===== src/rtl/ysyx_23060201_wbu.sv =====
// Writeback unit: accepts retired ops from EXU, waits on LSU for loads,
// extends load data, drives the GPR write port and the commit pulse.
module ysyx_23060201_wbu #(
  parameter int GPR_ADDR_WIDTH = 5,
  parameter int DATA_WIDTH     = 32
) (
  input  logic                      clk,
  input  logic                      rst_n,
  input  logic                      exu_valid,
  output logic                      exu_ready,
  input  logic [GPR_ADDR_WIDTH-1:0] exu_rd,
  input  logic                      exu_rf_wen,
  input  logic                      exu_is_load,
  input  logic [2:0]                exu_ld_funct3,
  input  logic [1:0]                exu_addr_lo,
  input  logic [DATA_WIDTH-1:0]     exu_result,
  input  logic [31:0]               exu_pc,
  input  logic                      lsu_rvalid,
  input  logic [DATA_WIDTH-1:0]     lsu_rdata,
  output logic                      lsu_rready,
  output logic                      gpr_wen,
  output logic [GPR_ADDR_WIDTH-1:0] gpr_waddr,
  output logic [DATA_WIDTH-1:0]     gpr_wdata,
  output logic                      commit_valid,
  output logic [31:0]               commit_pc,
  output logic                      wb_busy,
  output logic [GPR_ADDR_WIDTH-1:0] pend_rd
);

  typedef enum logic [1:0] {
    S_IDLE = 2'd0,
    S_WAIT = 2'd1,
    S_WB   = 2'd2
  } state_t;

  state_t                    r_state;
  logic [GPR_ADDR_WIDTH-1:0] r_rd;
  logic                      r_wen;
  logic                      r_load;
  logic [2:0]                r_f3;
  logic [1:0]                r_alo;
  logic [31:0]               r_pc;
  logic [DATA_WIDTH-1:0]     r_res;

  logic                      w_fire;
  logic                      w_in_wb;
  logic                      w_rd_nz;
  logic [7:0]                w_byte;
  logic [15:0]               w_half;
  logic [DATA_WIDTH-1:0]     w_ext;

  assign w_fire  = exu_valid & exu_ready;
  assign w_in_wb = (r_state == S_WB);
  assign w_rd_nz = |r_rd;

  // Select the addressed byte/half out of the raw memory word
  always_comb begin
    w_byte = lsu_rdata[{r_alo, 3'b000} +: 8];
    w_half = r_alo[1] ? lsu_rdata[31:16]
                      : lsu_rdata[15:0];
  end

  // Sign/zero-extend according to the latched load type
  always_comb begin
    w_ext = lsu_rdata;
    unique case (r_f3)
      3'b000:  w_ext = {{(DATA_WIDTH-8){w_byte[7]}}, w_byte};
      3'b001:  w_ext = {{(DATA_WIDTH-16){w_half[15]}}, w_half};
      3'b100:  w_ext = {{(DATA_WIDTH-8){1'b0}}, w_byte};
      3'b101:  w_ext = {{(DATA_WIDTH-16){1'b0}}, w_half};
      default: w_ext = lsu_rdata;
    endcase
  end

  // Stage FSM and held instruction fields; a fire can only
  // happen in IDLE or WB, so it overrides the per-state moves
  always_ff @(posedge clk or negedge rst_n) begin
    if (!rst_n) begin
      r_state <= S_IDLE;
      r_rd    <= '0;
      r_wen   <= 1'b0;
      r_load  <= 1'b0;
      r_f3    <= '0;
      r_alo   <= '0;
      r_pc    <= '0;
      r_res   <= '0;
    end else if (w_fire) begin
      r_rd    <= exu_rd;
      r_wen   <= exu_rf_wen;
      r_load  <= exu_is_load;
      r_f3    <= exu_ld_funct3;
      r_alo   <= exu_addr_lo;
      r_pc    <= exu_pc;
      r_res   <= exu_result;
      r_state <= exu_is_load ? S_WAIT : S_WB;
    end else begin
      unique case (r_state)
        S_WAIT: begin
          if (lsu_rvalid) begin
            r_res   <= w_ext;
            r_state <= S_WB;
          end
        end
        S_WB:    r_state <= S_IDLE;
        default: r_state <= S_IDLE;
      endcase
    end
  end

  // Handshake and writeback outputs, all decoded from state/latches
  always_comb begin
    exu_ready    = (r_state != S_WAIT);
    lsu_rready   = (r_state == S_WAIT);
    wb_busy      = (r_state != S_IDLE);
    commit_valid = w_in_wb;
    gpr_wen      = w_in_wb & r_wen & w_rd_nz;
    gpr_waddr    = w_in_wb ? r_rd  : '0;
    gpr_wdata    = w_in_wb ? r_res : '0;
    commit_pc    = w_in_wb ? r_pc  : '0;
    pend_rd      = (wb_busy & r_wen & w_rd_nz) ? r_rd : '0;
  end

  logic w_unused;
  assign w_unused = r_load;

endmodule


===== config.mk =====
export PLATFORM = sky130hd
export DESIGN_NAME = ysyx_23060201_wbu
export DESIGN_NICKNAME = d
export VERILOG_FILES = /design/src/rtl/ysyx_23060201_wbu.sv
export SDC_FILE = /design/constraint.sdc
export NUM_CORES = 1
export LEC_CHECK = 0
export BUFFER_PORTS_ARGS = -buffer_cell sky130_fd_sc_hd__buf_2
export CORE_ASPECT_RATIO = 1.2
export CORE_MARGIN = 1
export CORE_UTILIZATION = 30
export CTS_BUF_LIST = sky130_fd_sc_hd__clkbuf_16
export DETAILED_ROUTE_END_ITERATION = 10
export GPL_TIMING_DRIVEN = 0
export SLEW_MARGIN = 5
export SYNTH_ARGS = -nofsm -noshare
export SYNTH_HDL_FRONTEND = slang
export SYNTH_SLANG_ARGS = --single-unit

===== constraint.sdc =====
create_clock -name clk -period 2.5 [get_ports clk]
set_input_delay 0.125 -clock clk [delete_from_list [all_inputs] [get_ports clk]]
set_output_delay 0.125 -clock clk [all_outputs]
set_load 0.03 [all_outputs]

Word level (Yosys, flattened, before mapping)

Cells that the tools add are included.

Bits in registers: 77
Input port bits: 112
Output and inout port bits: 79
Word-level logic and storage cells: 39

Equality and inequality tests: 7
Shift operators: 1
Multiplexer cells: 13
Bitwise logic cells: 5
Reduce and logical (&&, ||, !) cells: 6

Operators with widths:

| cell                 | count |
|---|---|
| $mux W32             | 5 |
| $pmux W32 S4         | 1 |
| $shiftx A32 B6 Y8    | 1 |
| $mux W16             | 1 |
| $mux W5              | 2 |
| $mux W2              | 4 |
| $eq A3 B3 Y1 const B | 2 |
| $reduce_bool A2 Y1   | 3 |
| $and A1 B1 Y1        | 5 |
| $reduce_or A5 Y1     | 1 |
| $eq A3 B1 Y1 const B | 1 |
| $logic_not A3 Y1     | 1 |
| $ne A3 B2 Y1 const B | 1 |
| $eq A2 B1 Y1 const B | 1 |
| $eq A2 B2 Y1 const B | 1 |
| $ne A2 B1 Y1 const B | 1 |
| $reduce_and A2 Y1    | 1 |

Depth between registers and ports, before layout

Gate-level depths: netlist (run 1).

Depth in word-level cells: 5
Gate-level depth with buffers: 7
Mapped depth without buffers: 4

Least setup slack after synthesis (run 1)

OpenSTA, ideal clock, no wires.

Kind: register to register
From: register r_alo[1]
To: register r_res[2]
Library setup time: 0.121 ns
Data arrival time: 1.715 ns
Required time: 2.379 ns
Slack: 0.664 ns
Stages on the path, launching flop included: 6
Buffers on the path: 1
Period minus slack after synthesis: 1.836 ns
Cell sequence: dfrtp_1 -> buf_2 -> mux2_2 -> mux2_2 -> a221o_1 -> a22o_1

Word-level cells in the longest chain between the ends: 5
Elaborated cells on any way between the ends: 6
Classes of those cells: shift: 1; mux: 5

Ends and longest elaborated chain:

| element                                       | RTL line | RTL |
|---|---|---|
| from (decl)                                   | 41       | `logic [1:0] r_alo;` |
| from (signal assigned)                        | 92       | `r_alo <= exu_addr_lo;` |
| $shiftx A32 B6 Y8 or $mux W16 (tied branches) | 58, 59   |  |
| $pmux W32 S4 *                                | 66       | `unique case (r_f3)` |
| $mux W32 *                                    | 99       | `if (lsu_rvalid) begin` |
| $mux W32 *                                    | 97       | `unique case (r_state)` |
| $mux W32 *                                    | 87       | `end else if (w_fire) begin` |
| to (signal assigned)                          | 94       | `r_res <= exu_result;` |
| to (signal assigned)                          | 100      | `r_res <= w_ext;` |
| to (decl)                                     | 43       | `logic [DATA_WIDTH-1:0] r_res;` |

Mark *: on every way between the ends. The rest lies on a longest branch, timed or not. The select of a mux whose other input is x is not followed.
A chain may end at the register's enable or synchronous reset.

Worst setup path in the final report (run 1)

From: register r_state[0]
To: register r_res[7]

Word-level cells in the longest chain between the ends: 4
Elaborated cells on any way between the ends: 7
Classes of those cells: eq/ne: 2; mux: 1; bitwise: 1; reduce/logical: 3

Ends and longest elaborated chain:

| element                             | RTL line | RTL |
|---|---|---|
| from (decl)                         | 36       | `state_t r_state;` |
| from (signal assigned)              | 95       | `r_state <= exu_is_load ? S_WAIT : S_WB;` |
| $ne A2 B1 Y1                        | 112      | `exu_ready = (r_state != S_WAIT);` |
| $and A1 B1 Y1                       | 52       | `assign w_fire = exu_valid & exu_ready;` |
| $reduce_bool A2 Y1 (no source line) | -        |  |
| $reduce_and A2 Y1 (no source line)  | -        |  |

Several ways; a longest one is shown, not always the timed one.

==> run summary, run 1 <==
Vias in the first global route -> 4541
Site row count -> 47
Area growth syn-to-layout -> 44.89%
Maximum root-to-sink buffer count -> 2
R2r setup slk -> 210 ps
R2R depth -> 7
Largest net degree at the start of global routing -> 59
Num CTS Buffers -> 9
Drt first pass iters -> 10
First-pass GRT wire length -> 23650 um
Pwr dens -> 910.3 mW/mm2
Routing usage on met1 -> 25.62%
Skew-Pair Late Insertion Delay -> 330 ps
Worst Path Buf+Inv -> 3
Antenna diodes -> 0
Setup violations, final -> 0
Worst slack, placed -> 262.5 ps
Worst setup startpoint -> r_state[0]
Fin crit share -> 91.59%
Violated checks -> DRC
# IOs -> 191
FFs w/ async S/R, synth -> 100.0%
ANT nets after route -> 0
GRT Residual Overflow -> 0
Crit path time final -> 2290 ps
Post-synth EDFFs -> 0
Initial antenna violation count -> 0
Avg Cell Area, Syn -> 8.629 um2
CP Cell Sequence -> nand2b_1 > clkbuf_1 > and2_1 > buf_2 > clkbuf_1 > a22oi_1 > nand3_1
Critical path class -> reg -> reg
Synth Cell Area -> 0.004323 mm2
Die area -> 0.01490 mm2
Yosys warns -> 0
Setup TNS -> 0 ps
Syn nets -> 613
DRC violations left -> 11
Most common flop cell mapped by yosys -> dfrtp_1
Met3 usage -> 2.684%
Wire per inst -> 16.46 um
Area share of xor/xnor cells in the synthesized design -> 0%
CP Max Fanout -> 10
1st-iter DRT viols -> 215
Max Clock Freq -> 436.7 MHz
Unrepaired setup endpoints after global routing -> no
Layout Utilization -> 44.94%
Nets -> 859
# clock sinks -> 77
Sequential element share of the synthesized area -> 44.57%
Crit start category -> flip-flop
Post-synthesis simple-gate area fraction -> 30.91%
Die height -> 133.5 um
Worst Setup EP -> r_res[7]
Via Count -> 4490
Critical R2R Launch -> r_state[0]
Leak -> 3.344 nW
DIE WIDTH -> 111.6 um
H-Tree Depth -> 3
Vias per inst -> 4.870
Critical path capture point type -> flip-flop
Slowest cell on the critical path -> clkbuf_1
Critical path data arrival time -> 2550 ps
Slew HR -> 49.58%
Max VDD drop -> 0.3187 mV
Root Buffer -> clkbuf_16
R2R Path End -> r_res[7]
Setup ws final -> 210.2 ps
Slew Viols, Final -> 0
Post-synthesis adder-cell area fraction -> 0%
Main combinational cell family by area after synthesis -> simple AND/OR/NAND/NOR gates
Commonest non-fill, non-tap cells in the layout -> buf_2, nand2_1, dfrtp_1
Status -> finished, violations left
Post-synthesis compound-gate area fraction -> 13.08%
Final hold vios -> 0
CTS tree -> done
Mapped Cells -> 501
PortBufs -> 190
Worst EP required -> 2760 ps
Initial Util -> 31.02%
Global Route Usage Sum -> 20.51%
Yosys reg bits -> 77
Detailed Route WL -> 15180 um
Grt peak-use layer -> met2
Clock slew at reported path FFs -> 60 ps
Routability Congestion -> 0.8887
WHS -> 38.82 ps
Max-cap violations -> 0
Mux share of post-synthesis cell area -> 7.583%
Layout cells sized above 1 -> 31.29%
Commonest non-fill, non-tap cell in the layout -> buf_2
Max stage delay on crit path -> 550 ps
Post-DP HPWL -> 11440 um
WP depth -> 7
Clock skew -> 5.873 ps
Critical path's top delay family -> buffers and inverters
Most used cell, CP -> clkbuf_1
Netlist cell types -> 39
Resize count post-CTS -> 0
GR Util met2 -> 35.45%
Hold Path Class -> in -> reg
Worst-margin pin slew -> 756.4 ps
Core area -> 0.01394 mm2
==> synth_stat cells, types with 2 or more instances <==
cell type | number | area share, %
a211oi_1 | 4 | 0.69
o21ai_0 | 12 | 1.4
mux2i_1 | 17 | 3.9
mux2_2 | 12 | 3.1
a22o_1 | 4 | 0.81
nand2b_1 | 8 | 1.2
a311oi_1 | 3 | 0.61
a21boi_0 | 3 | 0.52
a211o_1 | 2 | 0.41
o211ai_1 | 3 | 0.52
or3b_2 | 2 | 0.41
a22oi_1 | 4 | 0.69
nand2_1 | 149 | 13
a221o_1 | 4 | 0.93
nor2_1 | 4 | 0.35
buf_2 | 4 | 0.46
clkbuf_1 | 31 | 2.7
dfrtp_1 | 77 | 45
o22ai_1 | 5 | 0.72
nand3_1 | 14 | 1.6
and2_1 | 70 | 10
buf_1 | 3 | 0.26
and3_1 | 21 | 3.0
o21ai_1 | 8 | 0.93
nor2b_1 | 3 | 0.43
o211ai_2 | 10 | 2.9
a21oi_1 | 12 | 1.4
==> cells by family (layout without fill, tap and decap cells) <==
group / after synthesis / count (layout)
buf+inv: 41 / 291
flops: 77 / 77
mux: 30 / 30
simple gates: 276 / 276
compound gates: 77 / 77
==> worst register-to-register path, stage by stage, from the launching register on <==
cell,delay [ps]
dfrtp_1,410
nand2b_1,90
clkbuf_1,280
and2_1,220
buf_2,310
clkbuf_1,560
a22oi_1,200
nand3_1,150
==> sequential cells by signal, summed over array words and instances (netlist names) <==
signal and count:
r_alo 2, r_wen 1, r_rd 5, r_pc 32, r_res 32, r_f3 3
r_state 2
==> stage by stage <==
stage | power (mW) | instance area [um2] | instances
after floorplan | 3.553 | 4323 | 501
after global placement | 4.256 | 5488 | 862
after detailed placement | 4.319 | 5518 | 863
after CTS | 5.757 | 6264 | 922
after global routing | 6.073 | 6264 | 922
final | 5.701 | 6264 | 922
==> how the worst min path moves through the flow <==
stage                            from    endpoint  slack, ps  cells after the start
final                     exu_is_load  r_state[1]         40                      2
after global routing      exu_is_load  r_state[1]         30                      2
after CTS                 exu_is_load  r_state[1]         30                      2
after detailed placement        rst_n   r_res[27]         40                      1
after global placement     exu_pc[23]    r_pc[23]        320                      3
after floorplan                 rst_n    r_alo[0]       -170                      0
==> power by group <==
| group | internal [mW] | total, mW | switching, mW |
|---|---|---|---|
| clock network | 0.859 | 1.36 | 0.497 |
| logic | 0.899 | 2.38 | 1.48 |
| registers | 1.71 | 1.97 | 0.261 |
==> layout make-up <==
| type | count | area [um2] |
|---|---|---|
| fill | 1414 | 7674 |
| multi-input combinational | 383 | 2230 |
| sequential | 77 | 1927 |
| timing repair buffer | 235 | 1421 |
| clock buffer | 9 | 225.2 |
| tap | 171 | 214.0 |
| buffer | 39 | 158.9 |
| clock inverter | 6 | 80.08 |
| inverter | 2 | 7.507 |
==> layer usage <==
| layer | wire length [um] | vias up |
|---|---|---|
| met3 | 787 | 30 |
| met1 | 6394 | 2115 |
| met4 | 400 | 0 |
| met2 | 7594 | 166 |
| li1 | - | 2179 |
| met5 | 0 | - |
==> repair_timing <==
| item | CTS | global route |
|---|---|---|
| setup buffers | 0 | 0 |
| hold endpoints to repair | 62 | 0 |
| hold buffers | 44 | 0 |
Power figures use the tool's default switching activity.
==> inputs of run 2 (changes only) <==
Settings changed: PLACE_DENSITY set to 0.56.
==> run summary, run 2 (synthesized netlist as in run 1, its figures left out) <==
Critical path class -> reg -> out
Post-CTS Hold Fix Bufs -> 44
Max-cap violations -> 0
Commonest non-fill, non-tap cells in the layout -> buf_2, nand2_1, dfrtp_1
# clock sinks -> 77
Drt first pass iters -> 8
Initial Util -> 31.02%
Worst setup startpoint -> r_state[0]
Setup Fix Bufs, Post-CTS -> 0
Commonest non-fill, non-tap cell in the layout -> buf_2
Global Route Usage Sum -> 20.91%
Sequential power share -> 34.2%
Area post-placement -> 0.005510 mm2
Setup TNS -> 0 ps
Slew Viols, Final -> 0
Detailed Route WL -> 15000 um
Via Count -> 4361
Site row count -> 47
Layout Utilization -> 44.99%
Routability Congestion -> 0.8746
Core area -> 0.01394 mm2
DIE WIDTH -> 111.6 um
Violated checks -> DRC
DRC violations left -> 13
CTS tree -> done
Biggest regs -> r_pc (32), r_res (32), r_rd (5)
Post-DP HPWL -> 11380 um
Maximum root-to-sink buffer count -> 2
Skew-Pair Late Insertion Delay -> 340 ps
CP Cell Sequence -> nor2b_1 > clkbuf_1 > clkbuf_1 > and2_1 > buf_2
Psw -> 2.270 mW
Initial antenna violation count -> 2
Wire per inst -> 16.22 um
Setup violations, final -> 0
Finished Cell Area -> 0.006270 mm2
Combinational power share -> 41.3%
WHS -> 29.87 ps
First-pass GRT wire length -> 23980 um
PortBufs -> 190
Root Buffer -> clkbuf_16
Status -> finished, violations left
Fin crit share -> 89.69%
Num CTS Buffers -> 9
H-Tree Depth -> 3
Hold Startpoint -> exu_result[4]
GRT Residual Overflow -> 0
Worst EP required -> 2380 ps
Leak -> 3.342 nW
Multi-input logic area -> 0.002230 mm2
Placed insts -> 863
Setup ws final -> 257.6 ps
Critical path data arrival time -> 2120 ps
Largest net degree at the start of global routing -> 43
Pint -> 3.474 mW
Die height -> 133.5 um
ANT nets after route -> 0
Vias per inst -> 4.715
Slew HR -> 50.76%
Worst slack, placed -> 289.5 ps
Die area -> 0.01490 mm2
Hold Path Class -> in -> reg
Unrepaired setup endpoints after global routing -> no
Clock slew at reported path FFs -> 60 ps
Vias in the first global route -> 4551
Max Clock Freq -> 446.0 MHz
Slowest cell on the critical path -> clkbuf_1
Net Sw Frac -> 39.53%
Power Total -> 5.744 mW
Filler cells -> 1437
Clock power share -> 24.5%
# IOs -> 191
Most used cell, CP -> clkbuf_1
Layout cells sized above 1 -> 31.38%
Worst-margin pin slew -> 738.6 ps
Fin cells -> 925
Nets -> 859
1st-iter DRT viols -> 272
Critical R2R Launch -> r_state[0]
Area growth syn-to-layout -> 45.04%
Clock skew -> 8.764 ps
Crit start category -> flip-flop
Crit path time final -> 2242 ps
Critical path capture point type -> output port
Pwr dens -> 916.1 mW/mm2
Final hold vios -> 0
Max stage delay on crit path -> 500 ps
CP Max Fanout -> 10
FF/Latch Area -> 0.001927 mm2
Resize count post-CTS -> 0
Max VDD drop -> 0.3103 mV
[run 2: cell count changes in the layout (fill, tap and decap cells not counted)]
cell	change
buf_12	+1
buf_16	-1
clkinv_1	+1
diode_2	+2
inv_1	-1
inv_6	+1
[run 2: critical path: cells and delay by family, from the launching register on]
family / cells / cell delay, ps
flops: 1 / 410
buf+inv: 3 / 1020
simple gates: 2 / 350
[run 2: worst paths after layout]
check	end	slack, ps	cells after the start
worst max-delay path	gpr_wdata[23]	260	5
max in group asynchronous	r_pc[11]	1610	3
worst min register to register	r_pc[11]	460	2
worst min-delay path	r_res[4]	30	3
worst max register to register	r_res[7]	310	7
min in group asynchronous	r_res[30]	290	2
[run 2: routing by layer]
metal	track usage (%)	part of all wire, %	vias up
met5	0	0	-
met3	2.502	3.7	23
li1	-	-	2176
met4	9.234	2.6	0
met2	36.35	50	124
met1	26.06	44	2038
[run 2: power groups by stage]
stage	combinational, mW	clock [mW]	sequential, mW
2_1_floorplan	1.66	0	1.90
3_3_place_gp	2.29	0	1.96
3_5_place_dp	2.33	0	1.98
4_1_cts	2.39	1.43	1.96
5_1_grt	2.61	1.48	2.03
6_report	2.37	1.41	1.96
[run 2: cell type report]
| type | count | share of cell area (%) |
|---|---|---|
| inverter | 2 | 0.1197 |
| tap | 171 | 3.412 |
| antenna | 2 | 0.07982 |
| multi-input combinational | 383 | 35.56 |
| clock inverter | 7 | 1.417 |
| timing repair buffer | 235 | 22.55 |
| buffer | 39 | 2.534 |
| sequential | 77 | 30.73 |
| clock buffer | 9 | 3.592 |
